**src/rtl/multitap_pkg.sv**
```systemverilog
// Multi-tap text entry: shared letter codes, FSM state type, key mapping.
// Build option MULTITAP_BKSP_EN turns key 1 into cancel/backspace.
package multitap_pkg;

  localparam logic [4:0] L_NONE  = 5'd0;
  localparam logic [4:0] L_SPACE = 5'd27;
  localparam logic [4:0] L_BKSP  = 5'd31;

  typedef enum logic {
    S_IDLE = 1'b0,
    S_PEND = 1'b1
  } state_t;

  function automatic logic [4:0] key_base(input logic [3:0] k);
    logic [4:0] b;
    case (k)
      4'd2:    b = 5'd1;
      4'd3:    b = 5'd4;
      4'd4:    b = 5'd7;
      4'd5:    b = 5'd10;
      4'd6:    b = 5'd13;
      4'd7:    b = 5'd16;
      4'd8:    b = 5'd20;
      4'd9:    b = 5'd23;
      default: b = L_NONE;
    endcase
    return b;
  endfunction

  // Highest tap index of the key's group (pqrs and wxyz have four letters).
  function automatic logic [1:0] key_last(input logic [3:0] k);
    return (k == 4'd7 || k == 4'd9) ? 2'd3 : 2'd2;
  endfunction

  function automatic logic [4:0] tap_code(input logic [3:0] k,
                                          input logic [1:0] t);
    return key_base(k) + {3'b000, t};
  endfunction

endpackage

```
**src/rtl/multitap_fifo.sv**
```systemverilog
// Output FIFO for committed letters: first-word-fall-through, drops on full
// (unless a pop frees a slot in the same cycle) and pulses o_ovf.
module multitap_fifo #(
  parameter int DEPTH = 16,
  parameter int W     = 5
) (
  input  logic         clk,
  input  logic         rst_n,
  input  logic         i_wr,
  input  logic [W-1:0] i_wdata,
  input  logic         i_rd,
  output logic         o_valid,
  output logic [W-1:0] o_data,
  output logic         o_ovf
);

  localparam int AW = $clog2(DEPTH);

  logic [W-1:0] r_mem [DEPTH];
  logic [AW-1:0] r_wp;
  logic [AW-1:0] r_rp;
  logic [AW:0]   r_cnt;
  logic          r_ovf;

  logic w_empty;
  logic w_full;
  logic w_rd;
  logic w_wr;
  logic w_drop;

  assign w_empty = (r_cnt == '0);
  assign w_full  = (r_cnt == (AW+1)'(DEPTH));
  assign w_rd    = i_rd && !w_empty;
  assign w_wr    = i_wr && (!w_full || w_rd);
  assign w_drop  = i_wr && w_full && !w_rd;

  always_ff @(posedge clk) begin
    if (!rst_n) begin
      r_wp  <= '0;
      r_rp  <= '0;
      r_cnt <= '0;
      r_ovf <= 1'b0;
    end else begin
      if (w_wr) r_wp <= r_wp + 1'b1;
      if (w_rd) r_rp <= r_rp + 1'b1;
      r_cnt <= r_cnt + (AW+1)'(w_wr) - (AW+1)'(w_rd);
      r_ovf <= w_drop;
    end
  end

  always_ff @(posedge clk) begin
    if (w_wr) r_mem[r_wp] <= i_wdata;
  end

  assign o_valid = !w_empty;
  assign o_data  = r_mem[r_rp];
  assign o_ovf   = r_ovf;

endmodule

```
**src/rtl/multitap_entry.sv**
```systemverilog
// Multi-tap keypad letter entry with timeout commit and output FIFO.
// Build option MULTITAP_BKSP_EN: key 1 cancels pending / enqueues backspace.
module multitap_entry
  import multitap_pkg::*;
#(
  parameter int TIMEOUT_CYCLES = 50_000_000,
  parameter int DEPTH          = 16
) (
  input  logic       clk,
  input  logic       rst_n,
  input  logic       key_valid,
  input  logic [3:0] key_code,
  output logic       pend_valid,
  output logic [4:0] pend_letter,
  output logic       out_valid,
  input  logic       out_ready,
  output logic [4:0] out_letter,
  output logic       overflow
);

  localparam int CW = $clog2(TIMEOUT_CYCLES + 1);
  localparam logic [CW-1:0] TLAST = CW'(TIMEOUT_CYCLES - 1);

  state_t        r_state;
  logic [3:0]    r_key;
  logic [1:0]    r_tap;
  logic [CW-1:0] r_cnt;
  logic          r_hold_v;
  logic [4:0]    r_hold_code;

  state_t        w_state_nx;
  logic [3:0]    w_key_nx;
  logic [1:0]    w_tap_nx;
  logic [CW-1:0] w_cnt_nx;
  logic          w_acc;
  logic          w_let;
  logic [4:0]    w_cur;
  logic          w_dir_v;
  logic [4:0]    w_dir_code;
  logic          w_sp;
  logic          w_pend_v;
  logic          w_wr;
  logic [4:0]    w_wcode;
  logic          w_hold_v_nx;
  logic [4:0]    w_hold_code_nx;
  logic          w_ovalid;
  logic [4:0]    w_odata;
  logic          w_ovf;

  assign w_acc = key_valid && (key_code <= 4'd9);
  assign w_let = (key_code >= 4'd2);
  assign w_cur = tap_code(r_key, r_tap);

  always_ff @(posedge clk) begin
    if (!rst_n) begin
      r_state     <= S_IDLE;
      r_key       <= 4'd0;
      r_tap       <= 2'd0;
      r_cnt       <= '0;
      r_hold_v    <= 1'b0;
      r_hold_code <= L_NONE;
    end else begin
      r_state     <= w_state_nx;
      r_key       <= w_key_nx;
      r_tap       <= w_tap_nx;
      r_cnt       <= w_cnt_nx;
      r_hold_v    <= w_hold_v_nx;
      r_hold_code <= w_hold_code_nx;
    end
  end

  always_comb begin
    w_state_nx = r_state;
    w_key_nx   = r_key;
    w_tap_nx   = r_tap;
    w_cnt_nx   = '0;
    w_dir_v    = 1'b0;
    w_dir_code = w_cur;
    w_sp       = 1'b0;
    case (r_state)
      S_IDLE: begin
        if (w_acc) begin
          if (w_let) begin
            w_state_nx = S_PEND;
            w_key_nx   = key_code;
            w_tap_nx   = 2'd0;
          end else if (key_code == 4'd0) begin
            w_dir_v    = 1'b1;
            w_dir_code = L_SPACE;
          end
`ifdef MULTITAP_BKSP_EN
          else begin
            w_dir_v    = 1'b1;
            w_dir_code = L_BKSP;
          end
`endif
        end
      end
      S_PEND: begin
        if (w_acc) begin
          if (w_let && key_code == r_key) begin
            w_tap_nx = (r_tap == key_last(r_key)) ? 2'd0 : r_tap + 2'd1;
          end else if (w_let) begin
            w_dir_v  = 1'b1;
            w_key_nx = key_code;
            w_tap_nx = 2'd0;
          end else begin
`ifdef MULTITAP_BKSP_EN
            w_dir_v = (key_code == 4'd0);
`else
            w_dir_v = 1'b1;
`endif
            w_sp       = (key_code == 4'd0);
            w_state_nx = S_IDLE;
          end
        end else if (r_cnt == TLAST) begin
          w_dir_v    = 1'b1;
          w_state_nx = S_IDLE;
        end else begin
          w_cnt_nx = r_cnt + 1'b1;
        end
      end
      default: w_state_nx = S_IDLE;
    endcase
  end

  // A queued second write (space after a letter) always goes out first.
  always_comb begin
    w_pend_v = (r_state == S_PEND);
    if (r_hold_v) begin
      w_wr           = 1'b1;
      w_wcode        = r_hold_code;
      w_hold_v_nx    = w_dir_v;
      w_hold_code_nx = w_dir_code;
    end else begin
      w_wr           = w_dir_v;
      w_wcode        = w_dir_code;
      w_hold_v_nx    = w_sp;
      w_hold_code_nx = L_SPACE;
    end
  end

  multitap_fifo #(
    .DEPTH(DEPTH),
    .W    (5)
  ) u_fifo (
    .clk    (clk),
    .rst_n  (rst_n),
    .i_wr   (w_wr),
    .i_wdata(w_wcode),
    .i_rd   (out_ready),
    .o_valid(w_ovalid),
    .o_data (w_odata),
    .o_ovf  (w_ovf)
  );

  assign pend_valid  = rst_n && w_pend_v;
  assign pend_letter = (rst_n && w_pend_v) ? w_cur : L_NONE;
  assign out_valid   = rst_n && w_ovalid;
  assign out_letter  = (rst_n && w_ovalid) ? w_odata : L_NONE;
  assign overflow    = rst_n && w_ovf;

endmodule

```
**config.mk**
```make
export PLATFORM = sky130hd
export DESIGN_NAME = multitap_entry
export DESIGN_NICKNAME = d
export VERILOG_FILES = /design/src/rtl/multitap_pkg.sv /design/src/rtl/multitap_fifo.sv /design/src/rtl/multitap_entry.sv
export SDC_FILE = /design/constraint.sdc
export NUM_CORES = 1
export LEC_CHECK = 0
export ABC_AREA = 1
export BUFFER_PORTS_ARGS = -buffer_cell sky130_fd_sc_hd__buf_2
export CORE_ASPECT_RATIO = 1.1
export CORE_UTILIZATION = 25
export CTS_CLUSTER_SIZE = 30
export DETAILED_ROUTE_END_ITERATION = 10
export SETUP_SLACK_MARGIN = 0.02
export SLEW_MARGIN = 0
export SYNTH_ARGS = -nofsm -noshare
export SYNTH_HDL_FRONTEND = slang
export SYNTH_SLANG_ARGS = --single-unit
```
**constraint.sdc**
```tcl
create_clock -name clk -period 4.8 [get_ports clk]
set_input_delay 0.24 -clock clk [delete_from_list [all_inputs] [get_ports clk]]
set_output_delay 0.24 -clock clk [all_outputs]
set_load 0.01 [all_outputs]
```
==> results.py <==
metrics = {
    "global_route": {
        "total_overflow_reported_by_the_global_router": 0,
        "number_of_global_route_vias_before_repair": 4192,
        "gr-usage-all-layers": 0.1044,
        "grt_max_degree": 36,
        "grt_first_pass_wirelength_um": 21510,
        "number_of_antenna_violations_at_the_first_check_in_global_routing": 1,
    },
    "layout": {
        "syn_to_final_growth_pct": 16.68,
        "final_layout_size_suffix_gt1_frac": 0.1139,
        "final_net_count": 743,
        "most-common-layout-cells": "sky130_fd_sc_hd__nand2_1, sky130_fd_sc_hd__edfxtp_1, sky130_fd_sc_hd__inv_1",
        "mostFrequentLayoutCell": "sky130_fd_sc_hd__nand2_1",
    },
    "setup_path": {
        "worst-endpoint-arrival_ns": 2.78,
        "worst_setup_path_end_kind": "output port",
        "worstSetupStartpointType": "register",
        "crit_type": "reg2out",
        "crit_required_ns": 4.56,
        "critPathMaxFanout": 21,
    },
    "detailed_routing": {
        "drt_first_pass_iters": 4,
        "detail_route.iter0.violations": 359,
        "num_vias": 4547,
        "wl_um": 13060,
        "routed_wire_length_per_instance_um": 12.13,
        "route.detailed.vias_per_inst": 4.226,
        "drc_errors": 0,
        "drt.antenna.violating_nets": 0,
    },
    "clock_network": {
        "cts_inserted_buffers": 17,
        "cts-root-to-sink-buffers": 2,
        "clk_transition_reported_paths_ns": 0.06,
        "cts_htree_levels": 4,
        "post-cts-setup-buffer-count": 0,
        "cts_tree": "done",
        "cts_sinks": 142,
        "root_buffer": "sky130_fd_sc_hd__clkbuf_16",
        "cts-resized-gates": 0,
        "post_cts_hold_buffer_count": 0,
        "worst_skew_pair.late_latency_ns": 0.43,
    },
    "synth": {
        "yosys_register_bits": 142,
        "synth_cells": 691,
        "ys_async_sr_fraction": 0,
        "post_synthesis_sequential_area_ratio": 0.5596,
        "number_of_enable_type_register_cells_in_the_synthesized_netlist": 80,
        "synth_cell_types": 38,
        "synth_top_cells_by_area": "sky130_fd_sc_hd__edfxtp_1, sky130_fd_sc_hd__dfxtp_1, sky130_fd_sc_hd__nand2_1",
        "synth_fp_nets": 718,
        "total_standard_cell_area_after_synthesis_um2": 6511,
        "area_fraction_of_the_dominant_cell_type_after_synthesis": 0.3689,
        "post-synth-top-area-cell": "sky130_fd_sc_hd__edfxtp_1",
        "synth_warnings": 0,
        "ys.flop_type": "sky130_fd_sc_hd__edfxtp_1",
        "post_synth.cell_area_avg_um2": 9.423,
    },
    "die": {
        "fp.dieH_um": 171.3,
        "floorplan.io_pins": 21,
        "initial_utilization": 0.2562,
        "std_cell_rows": 61,
        "placeableCoreArea_um2": 25420,
        "dieArea_um2": 26700,
        "die_x_um": 155.9,
    },
    "sta": {
        "finalHoldWorstSlack_ns": 0.1364,
        "worst-slew-pin-transition_ns": 1.055,
        "finClkSkew_ns": 0.01295,
        "hold_violations": 0,
        "final_min_period_over_clock_period": 0.6289,
        "rsz0062_at_grt": "false",
        "fmaxAchievable_mhz": 331.3,
        "fin_crit_ns": 3.019,
        "tns_ns": 0,
        "final-setup-viol-count": 0,
        "timing.slew.headroom": 0.2950,
        "final_max_slew_viol_count": 0,
    },
    "hold_path": {
        "worst_hold_path_type": "in2reg",
    },
    "placed_design": {
        "gp_congestion": 0.8377,
        "dpl.hpwl_um": 9346,
        "io_buffer_count": 20,
    },
    "run_status": {
        "outcome": "complete, no violations",
    },
    "power_and_ir_drop": {
        "cellPowerDensity_nw_per_um2": 422.1,
        "total_leakage_power_nw": 2.826,
        "ir_worst_vdd_mv": 0.2920,
    },
    "flow_run": {
        "maxCapViolations": 0,
    },
}
-- worst max-delay path, cell delays in order, from the launching register on --
cell                       delay (ns)
sky130_fd_sc_hd__dfxtp_1         0.84
sky130_fd_sc_hd__inv_1           0.48
sky130_fd_sc_hd__o21ai_0         0.34
sky130_fd_sc_hd__nand2_1         0.10
sky130_fd_sc_hd__nand2_1         0.09
sky130_fd_sc_hd__nor2_1          0.04
sky130_fd_sc_hd__a211oi_1        0.25
sky130_fd_sc_hd__buf_2           0.20
-- state kept, by name, indices dropped and copies added (netlist names), named ones only --
register and flops:
r_key 4, r_hold_code 5, r_tap 2, r_state 1
u_fifo.r_cnt 5, r_hold_v 1, u_fifo.o_ovf 1, u_fifo.r_rp 4
r_cnt 26, u_fifo.r_wp 4, u_fifo.r_mem 80
-- cell usage after synthesis (6+ instances only) --
cell	n
sky130_fd_sc_hd__a21oi_1	44
sky130_fd_sc_hd__edfxtp_1	80
sky130_fd_sc_hd__nand4_1	7
sky130_fd_sc_hd__xor2_1	12
sky130_fd_sc_hd__mux2i_1	20
sky130_fd_sc_hd__o21ai_0	55
sky130_fd_sc_hd__clkbuf_1	14
sky130_fd_sc_hd__nor2_1	72
sky130_fd_sc_hd__ha_1	17
sky130_fd_sc_hd__nand3_1	34
sky130_fd_sc_hd__dfxtp_1	62
sky130_fd_sc_hd__nor3_1	10
sky130_fd_sc_hd__inv_1	77
sky130_fd_sc_hd__nand2_2	6
sky130_fd_sc_hd__nand2_1	115
-- per-layer routing --
| layer | GRT usage | share of wire |
|---|---|---|
| met4 | 0.03794 | 0.014 |
| met3 | 0.03351 | 0.043 |
| met2 | 0.1667 | 0.47 |
| met5 | 0 | 0 |
| met1 | 0.1314 | 0.47 |
-- cell type report --
type,instances,area (um2)
Fill cell,2600,17820
Sequential cell,142,3645
Multi-Input combinational cell,446,2470
Clock buffer,22,474.2
Tap cell,346,432.9
Inverter,84,320.3
Timing Repair Buffer,25,137.6
Clock inverter,10,115.1
Antenna cell,1,2.502
-- where the power goes --
group	internal (mW)	switching [mW]	total, mW
Clock	0.804	0.491	1.29
Combinational	0.191	0.318	0.508
Sequential	1.33	0.0703	1.40
Total	2.33	0.878	3.21
-- kinds of logic (layout without fill, tap and decap cells) --
kind of cell	count (synthesis)	after routing	synth area share
buffers and inverters	103	141	0.06111
other	0	1	0
and+or+nand+nor	274	274	0.1922
muxes	20	20	0.03075
xor gates and xnor gates	17	17	0.02287
adders and majority gates	19	19	0.03882
DFF	142	142	0.5596
AOI/OAI and AO/OA	116	116	0.09473
-- stage by stage --
| stage | cells | area [um2] | utilization | total power, mW | setup WS (ns) |
|---|---|---|---|---|---|
| global placement | 1043 | 7005 | 0.2756 | 1.934 | 2.155 |
| detailed placement | 1043 | 7005 | 0.2756 | 1.938 | 2.152 |
| floorplan | 691 | 6511 | - | 1.789 | 2.530 |
| finish | 1076 | 7597 | 0.2989 | 3.207 | 1.781 |
| CTS | 1075 | 7595 | 0.2988 | 3.232 | 1.797 |
| global route | 1075 | 7595 | 0.2988 | 3.372 | 1.505 |
-- path summary, 6_finish.rpt --
kind / from / cells after the start / slack, ns / endpoint
max reg2reg: r_cnt[0]$_SDFF_PP0_ / 18 / 2.21 / u_fifo.r_cnt[4]$_SDFF_PN0_
min: out_ready / 4 / 0.14 / u_fifo.o_ovf$_SDFF_PN0_
min reg2reg: r_cnt[0]$_SDFF_PP0_ / 1 / 0.46 / r_cnt[0]$_SDFF_PP0_
max: register / 7 / 1.78 / out_letter[4]
(Power assumes the default switching activity.)
